[src/rtl/pe_ctx_sequencer.sv]
`default_nettype none
// ============================================================================
//  Module   : pe_ctx_sequencer
//  Purpose  : Context-memory sequencer for a processing element. Holds a small
//             program of PE control words, replays slots 0..ctx_len for
//             loop_cnt passes, and advances one slot per completed PE
//             operation (handshake on data_valid / pe_output_ready).
//  Ports    : clk, reset (async, active-low)
//             cfg_we/cfg_addr/cfg_data   - context memory write port
//             ctx_len, loop_cnt, start   - run setup, latched on start
//             abort                      - cancel an active run
//             data_valid, pe_output_ready- operand / result handshake
//             ctrl, en, input_ready      - drive to the PE
//             busy, done, cfg_err, step_cnt - status
//  Revision : 1.0 - initial release
// ============================================================================
module pe_ctx_sequencer #(
    parameter int CTRL_WIDTH = 13,
    parameter int DEPTH      = 16,
    localparam int ADDR_W    = (DEPTH > 1) ? $clog2(DEPTH) : 1
) (
    input  logic                  clk,
    input  logic                  reset,
    input  logic                  cfg_we,
    input  logic [ADDR_W-1:0]     cfg_addr,
    input  logic [CTRL_WIDTH-1:0] cfg_data,
    input  logic [ADDR_W-1:0]     ctx_len,
    input  logic [7:0]            loop_cnt,
    input  logic                  start,
    input  logic                  abort,
    input  logic                  data_valid,
    input  logic                  pe_output_ready,
    output logic [CTRL_WIDTH-1:0] ctrl,
    output logic                  en,
    output logic                  input_ready,
    output logic                  busy,
    output logic                  done,
    output logic                  cfg_err,
    output logic [15:0]           step_cnt
);

    typedef enum logic [1:0] {
        S_IDLE  = 2'd0,
        S_ISSUE = 2'd1,
        S_DONE  = 2'd2
    } state_t;

    state_t                r_state;
    state_t                w_next;
    logic [CTRL_WIDTH-1:0] r_mem [DEPTH];
    logic [ADDR_W-1:0]     r_pc;
    logic [ADDR_W-1:0]     r_ctx_len;
    logic [7:0]            r_iter;
    logic [CTRL_WIDTH-1:0] r_ctrl;
    logic                  r_cfg_err;
    logic [15:0]           r_step_cnt;
    logic                  w_start_ok;
    logic                  w_step;
    logic [ADDR_W-1:0]     w_pc_inc;

    assign w_pc_inc = r_pc + ADDR_W'(1);
    assign ctrl     = r_ctrl;
    assign cfg_err  = r_cfg_err;
    assign step_cnt = r_step_cnt;

    // ------------------------------------------------------------------
    // State register
    // ------------------------------------------------------------------
    always_ff @(posedge clk or negedge reset) begin
        if (!reset) begin
            r_state <= S_IDLE;
        end else begin
            r_state <= w_next;
        end
    end

    // ------------------------------------------------------------------
    // Next-state and PE-facing outputs
    // ------------------------------------------------------------------
    always_comb begin
        w_next      = r_state;
        w_start_ok  = 1'b0;
        w_step      = 1'b0;
        en          = 1'b0;
        input_ready = 1'b0;
        busy        = 1'b0;
        done        = 1'b0;
        case (r_state)
            S_IDLE: begin
                // A zero pass count is a no-op request: no run, no done.
                if (start && (loop_cnt != 8'd0)) begin
                    w_start_ok = 1'b1;
                    w_next     = S_ISSUE;
                end
            end
            S_ISSUE: begin
                en          = 1'b1;
                busy        = 1'b1;
                input_ready = data_valid;
                // Abort dominates a coincident step: no state or count update.
                if (abort) begin
                    w_next = S_IDLE;
                end else if (data_valid && pe_output_ready) begin
                    w_step = 1'b1;
                    if ((r_pc == r_ctx_len) && (r_iter == 8'd1)) begin
                        w_next = S_DONE;
                    end
                end
            end
            S_DONE: begin
                done   = 1'b1;
                w_next = S_IDLE;
            end
            default: begin
                w_next = S_IDLE;
            end
        endcase
    end

    // ------------------------------------------------------------------
    // Context memory, program counter, pass counter and status
    // ------------------------------------------------------------------
    always_ff @(posedge clk or negedge reset) begin
        if (!reset) begin
            for (int i = 0; i < DEPTH; i++) begin
                r_mem[i] <= '0;
            end
            r_pc       <= '0;
            r_ctx_len  <= '0;
            r_iter     <= '0;
            r_ctrl     <= '0;
            r_cfg_err  <= 1'b0;
            r_step_cnt <= '0;
        end else begin
            // Program memory is only writable while no run is active.
            if (cfg_we) begin
                if (r_state == S_ISSUE) begin
                    r_cfg_err <= 1'b1;
                end else begin
                    r_mem[cfg_addr] <= cfg_data;
                end
            end

            if (w_start_ok) begin
                r_ctx_len  <= ctx_len;
                r_iter     <= loop_cnt;
                r_pc       <= '0;
                r_step_cnt <= '0;
                r_cfg_err  <= 1'b0;
                // Same-cycle write to slot 0 must reach the first control word.
                if (cfg_we && (cfg_addr == '0)) begin
                    r_ctrl <= cfg_data;
                end else begin
                    r_ctrl <= r_mem[0];
                end
            end else if (w_step) begin
                if (r_step_cnt != 16'hFFFF) begin
                    r_step_cnt <= r_step_cnt + 16'd1;
                end
                if (r_pc < r_ctx_len) begin
                    r_pc   <= w_pc_inc;
                    r_ctrl <= r_mem[w_pc_inc];
                end else if (r_iter > 8'd1) begin
                    r_iter <= r_iter - 8'd1;
                    r_pc   <= '0;
                    r_ctrl <= r_mem[0];
                end
            end
        end
    end

endmodule
`default_nettype wire
[config.mk]
export PLATFORM = sky130hd
export DESIGN_NAME = pe_ctx_sequencer
export DESIGN_NICKNAME = d
export VERILOG_FILES = /design/src/rtl/pe_ctx_sequencer.sv
export SDC_FILE = /design/constraint.sdc
export NUM_CORES = 1
export LEC_CHECK = 0
export CORE_MARGIN = 4
export CORE_UTILIZATION = 45
export CTS_BUF_LIST = sky130_fd_sc_hd__clkbuf_2
export CTS_CLUSTER_DIAMETER = 60
export DETAILED_ROUTE_END_ITERATION = 10
export DONT_BUFFER_PORTS = 1
export GPL_TIMING_DRIVEN = 1
export PLACE_DENSITY_LB_ADDON = 0.1
export SLEW_MARGIN = 40
export SYNTH_ARGS = -nofsm -noshare
export SYNTH_HDL_FRONTEND = slang
export SYNTH_SLANG_ARGS = --single-unit
[constraint.sdc]
create_clock -name clk -period 2.32 [get_ports clk]
set_input_delay 0.464 -clock clk [delete_from_list [all_inputs] [get_ports clk]]
set_output_delay 0.464 -clock clk [all_outputs]
set_load 0.05 [all_outputs]
# Word-level counts from Yosys, hierarchy flattened

Cells that the tools add are included.

$add $sub $neg: 3
$lt $le $gt $ge: 5
Eq/ne operators: 9
Mux-type cells: 38
Bitwise logic cells: 3
Reductions and logical operators: 20

Operators with widths:

| operator                | number |
|---|---|
| $bwmux W208             | 1 |
| $mux W13                | 8 |
| $bmux W13 S4            | 1 |
| $demux W13 S4           | 1 |
| $mux W16                | 3 |
| $mux W8                 | 4 |
| $add A16 B1 Y16 const B | 1 |
| $mux W4                 | 4 |
| $ne A16 B16 Y1 const B  | 1 |
| $mux W1                 | 11 |
| $ge A5 B5 Y1 const B    | 2 |
| $not A4 Y5              | 2 |
| $reduce_bool A2 Y1      | 5 |
| $eq A8 B1 Y1 const B    | 1 |
| $gt A8 B1 Y1 const B    | 1 |
| $mux W2                 | 4 |
| $reduce_and A2 Y1       | 4 |
| $reduce_bool A8 Y1      | 1 |
| $sub A8 B1 Y8 const B   | 1 |
| $ne A3 B3 Y1 const B    | 2 |
| $reduce_and A3 Y1       | 2 |
| $logic_and A1 B1 Y1     | 5 |
| $lt A5 B1 Y1 const B    | 1 |
| $add A4 B1 Y4 const B   | 1 |
| other kinds (10)        | 11 |

Bits in registers: 256
Input bits: 36
Output and inout bits: 34
Logic and storage cells: 101

# Logic depth before layout (Yosys ltp)

Depth after elaboration: 8
Mapped depth: 10
Depth with buffers taken out: 7

# Worst setup path before layout

No wires, ideal clock.

Path type: reg2reg
Start: register r_pc[1]
End: register r_ctrl[0] (netlist: ctrl[0])
Library setup time: 0.134 ns
Data arrival time: 2.297 ns
Setup slack: -0.111 ns
Cell stages (with the launch flop): 8
Path buffers: 2
Cell sequence: dfrtp_1 > ha_1 > clkbuf_1 > buf_1 > mux4_2 > mux2_2 > a2111oi_0 > nor3_1

Longest elaborated chain between the ends: 8
Elaborated cells between the ends (all ways): 11

RTL lines:

| item                                        | RTL line | text |
|---|---|---|
| start: declaration                          | 51       | `logic [ADDR_W-1:0] r_pc;` |
| start signal: assignment                    | 161      | `r_pc <= w_pc_inc;` |
| $add A4 B1 Y4                               | 61       | `assign w_pc_inc = r_pc + ADDR_W'(1);` |
| $not A4 Y5 (not written as such)            | 162      | `r_ctrl <= r_mem[w_pc_inc];` |
| $bmux W13 S4                                | 162      |  |
| $mux W13 (not written as such) (2 in a row) | 162      |  |
| $mux W13                                    | 160      | `if (r_pc < r_ctx_len) begin` |
| $mux W13                                    | 156      | `end else if (w_step) begin` |
| $mux W13                                    | 144      | `if (w_start_ok) begin` |
| end signal: assignment                      | 154      | `r_ctrl <= r_mem[0];` |
| end signal: assignment                      | 162      |  |
| end signal: assignment                      | 166      | `r_ctrl <= r_mem[0];` |
| end: declaration                            | 54       | `logic [CTRL_WIDTH-1:0] r_ctrl;` |

Parallel ways exist; a longest one is shown, timed or not. The select of a mux whose other input is x is not followed.
A chain may end at the register's enable or synchronous reset.

# Worst setup path in the final report

Start: register r_state[1]
End: output port input_ready

Longest elaborated chain between the ends: 2

RTL lines:

| item                     | RTL line | text |
|---|---|---|
| start: declaration       | 48       | `state_t r_state;` |
| start signal: assignment | 73       | `r_state <= w_next;` |
| $eq A2 B1 Y1             | 88       | `case (r_state)` |
| $mux W1                  | 88       |  |
| end: declaration         | 35       | `output logic input_ready,` |

No other way between the ends.

==> flow_metrics.env <==
export IMPL_drt_vias_per_instance=5.84
export IMPL_initial_core_util=0.458
export IMPL_max_slew_margin_rel=0.546
export IMPL_min_path_type="in -> async"
export IMPL_worstMarginPinSlew_ps=679
export IMPL_vias=8399
export IMPL_place_hpwl_um=20800
export IMPL_grt_total_usage=0.220
export IMPL_cp_arrival_ps=1870
export IMPL_grt_max_degree=257
export IMPL_worstReg2RegEnd="ctrl[7]$_DFFE_PN0P_"
export IMPL_die_area_mm2=0.0302
export IMPL_port_buffers=0
export IMPL_rsz0062_at_grt="true"
export IMPL_fin_crit_sh=1.01
export IMPL_cap_viol_max_count=0
export IMPL_cts_sinks=256
export IMPL_synth_top_family_by_area="multiplexers"
export IMPL_die_h_um=174
export IMPL_nNetsFinal=1091
export IMPL_max_vdd_ir_drop_mv=0.369
export IMPL_synthCells=893
export IMPL_clk_latency_ps=850
export IMPL_internal_power_mw=8.81
export IMPL_dr_pass1_iters=5
export IMPL_antenna_found_initial=2
export IMPL_p_sw_mw=3.83
export IMPL_timing_fmax_ghz=0.429
export IMPL_synth_edff_count=0
export IMPL_synth_mux_area_fraction=0.311
export IMPL_synth_compound_area_frac=0.0551
export IMPL_htree_levels=3
export IMPL_status="complete, but fails checks"
export IMPL_worst_setup_path_type="reg -> out"
export IMPL_crit_required_ps=1860
export IMPL_pwr_share_comb=0.228
export IMPL_yosys_area_share_xor_xnor=0.00841
export IMPL_synthFlopType="dfrtp_1"
export IMPL_skew_ps=95.8
export IMPL_ios=70
export IMPL_synth_simple_area_share=0.0721
export IMPL_synthAdderAreaFrac=0.00810
export IMPL_hold_slack_ps=-710
export IMPL_routed_wl_um=33400
export IMPL_setup_slack_ps=-13.5
export IMPL_cts_tree="yes"
export IMPL_rr_worst_depth=7
export IMPL_cp_max_fo=3
export IMPL_r2r_setup_slack_ps=10
export IMPL_dr_first_iter_drc_count=481
export IMPL_fillers=2206
export IMPL_die_w_um=174
export IMPL_drive_gt1_frac=0.497
export IMPL_grt_pass1_wl_um=52100
export IMPL_setup_viol=1
export IMPL_yosysSeqAreaShare=0.519
export IMPL_clockBufferDepth=3
export IMPL_rows=60
export IMPL_avgSynthCellArea_um2=13.8
export IMPL_crit_path_end_kind="output pin"
export IMPL_post_drt_wl_per_cell_um=23.3
export IMPL_ant_nets=0
export IMPL_hold_violations=256
export IMPL_r2r_start="r_pc[1]$_DFFE_PN0P_"
export IMPL_synth_cell_type_count=55
export IMPL_drv_slew=0
export IMPL_yosys_register_bits=256
export IMPL_drc=0
export IMPL_cp_start_kind="flip-flop"
export IMPL_cts_root_buf="clkbuf_2"
export IMPL_syn_nets=937
export IMPL_synthArstFlopShare=1.00
export IMPL_clkPwrFrac=0.269
export IMPL_timing_setup_tns_ps=-13.5
export IMPL_p_leak_nw=6.50
export IMPL_numCtsBuffers=72
export IMPL_power_frac_seq=0.503
export IMPL_netlist_area_mm2=0.0124
export IMPL_grt_ovfl_total=0
export IMPL_power_density_mw_per_mm2=851
export IMPL_first_global_vias=8960
export IMPL_gp_congestion=0.895
export IMPL_clkTransAtPathRegs_ps=100
export IMPL_period_needed_ps=2330
export IMPL_ys_warn_count=0
export IMPL_core_area_mm2=0.0270
export IMPL_swShare=0.303
export IMPL_violations="hold timing, setup timing"
export IMPL_syn2layout_area_growth_pct=20.3
==> Yosys cell counts (3+ instances only) <==
cell type / number / area (um^2)
dfrtp_1: 256 / 6410
mux2_2: 235 / 2650
mux4_2: 52 / 1170
nor3_1: 39 / 195
nand2_1: 38 / 143
nor2_1: 34 / 128
clkbuf_1: 29 / 109
buf_2: 24 / 120
a21boi_0: 14 / 105
nor3b_1: 14 / 105
o22ai_1: 14 / 87.6
inv_1: 11 / 41.3
nand3_1: 11 / 55.1
a2111oi_2: 10 / 150
xnor2_1: 10 / 87.6
ha_1: 8 / 100
a21oi_1: 7 / 35.0
o21ai_0: 7 / 35.0
a31oi_1: 6 / 37.5
nor2b_1: 6 / 37.5
a2111oi_0: 4 / 35.0
a22o_1: 4 / 35.0
nand4_1: 4 / 25.0
or4_1: 4 / 30.0
a211oi_1: 3 / 22.5
and2_1: 3 / 18.8
buf_1: 3 / 11.3
buf_6: 3 / 33.8
nand2b_1: 3 / 18.8
nor4_1: 3 / 18.8
o211ai_1: 3 / 22.5
==> sequential cells by signal (all words and copies together) (netlist names) <==
| signal | count |
|---|---|
| ctrl | 13 |
| r_iter | 8 |
| r_pc | 4 |
| step_cnt | 16 |
| r_ctx_len | 4 |
| cfg_err | 1 |
| r_state | 2 |
| r_mem | 208 |
==> final cells by class <==
type	count	area, um^2	area share
Antenna cell	2	5.00	0.000337
Sequential cell	256	6410	0.431
Inverter	11	43.8	0.00295
Timing Repair Buffer	142	1450	0.0975
Clock buffer	103	515	0.0347
Clock inverter	18	160	0.0108
Multi-Input combinational cell	564	5850	0.394
Tap cell	341	427	0.0287
==> kinds of logic after synthesis <==
family          after synthesis
compound gates               84
xor+xnor                     11
fa+ha+maj                     8
buf+inv                      73
flops                       256
mux                         289
simple gates                172
==> worst max-delay path, stage by stage (launching register included) <==
cell,delay [ps]
dfrtp_1,400
or2b_4,280
inv_4,70
and2_4,150
buf_12,130
==> cells in the final DEF, fill, tap and decap left out, types with 14 or more instances in the layout <==
cell type,n
o22ai_1,14
nand2_1,36
nor3_1,37
nor2_1,33
buf_12,18
clkbuf_2,103
dfrtp_1,254
a21boi_0,14
dlygate4sd3_1,33
buf_4,79
mux4_2,52
mux2_2,233
==> power by group through the flow <==
stage	Clock [mW]	Sequential, mW	Combinational (mW)
2_1_floorplan	0	6.19	2.06
3_3_place_gp	0	6.35	2.47
3_5_place_dp	0	6.43	2.56
4_1_cts	3.54	6.34	2.74
5_1_grt	3.80	6.47	3.10
6_report	3.40	6.36	2.88
==> routing by layer <==
layer | vias up | global-route usage | share of wire
met5 | - | 0 | 0
met4 | 0 | 0.0657 | 0.026
met3 | 62 | 0.0543 | 0.059
met2 | 257 | 0.363 | 0.49
met1 | 4388 | 0.291 | 0.43
li1 | 3692 | - | -
==> stage by stage <==
| step | worst slack, ps | cells | utilization | cell area, um^2 | power [mW] |
|---|---|---|---|---|---|
| after floorplan | 27.5 | 893 | - | 12400 | 8.25 |
| after global placement | -33.1 | 1258 | 0.494 | 13300 | 8.82 |
| after detailed placement | -90.8 | 1258 | 0.494 | 13300 | 8.99 |
| after CTS | -68.1 | 1419 | 0.536 | 14500 | 12.6 |
| after global routing | -155 | 1437 | 0.551 | 14900 | 13.4 |
| final | -13.5 | 1437 | 0.551 | 14900 | 12.6 |
==> worst max-delay path by stage <==
stage / start / to / depth (start not counted)
floorplan: r_pc[0]$_DFFE_PN0P_ / r_iter[7]$_DFFE_PN0P_ / 9
global placement: r_pc[0]$_DFFE_PN0P_ / ctrl[0]$_DFFE_PN0P_ / 10
detailed placement: r_pc[0]$_DFFE_PN0P_ / ctrl[0]$_DFFE_PN0P_ / 10
CTS: r_state[1]$_DFFE_PN0P_ / input_ready / 4
global route: r_state[1]$_DFFE_PN0P_ / input_ready / 4
finish: r_state[1]$_DFFE_PN0P_ / input_ready / 4
==> repair_timing <==
action                     CTS  global route
pin swaps                    2            11
resized for setup           11            35
setup buffers                8            14
hold endpoints to repair   487           258
cloned                       1             1
setup endpoints to repair   13            73
hold buffers                31             2
(Power assumes the default switching activity.)
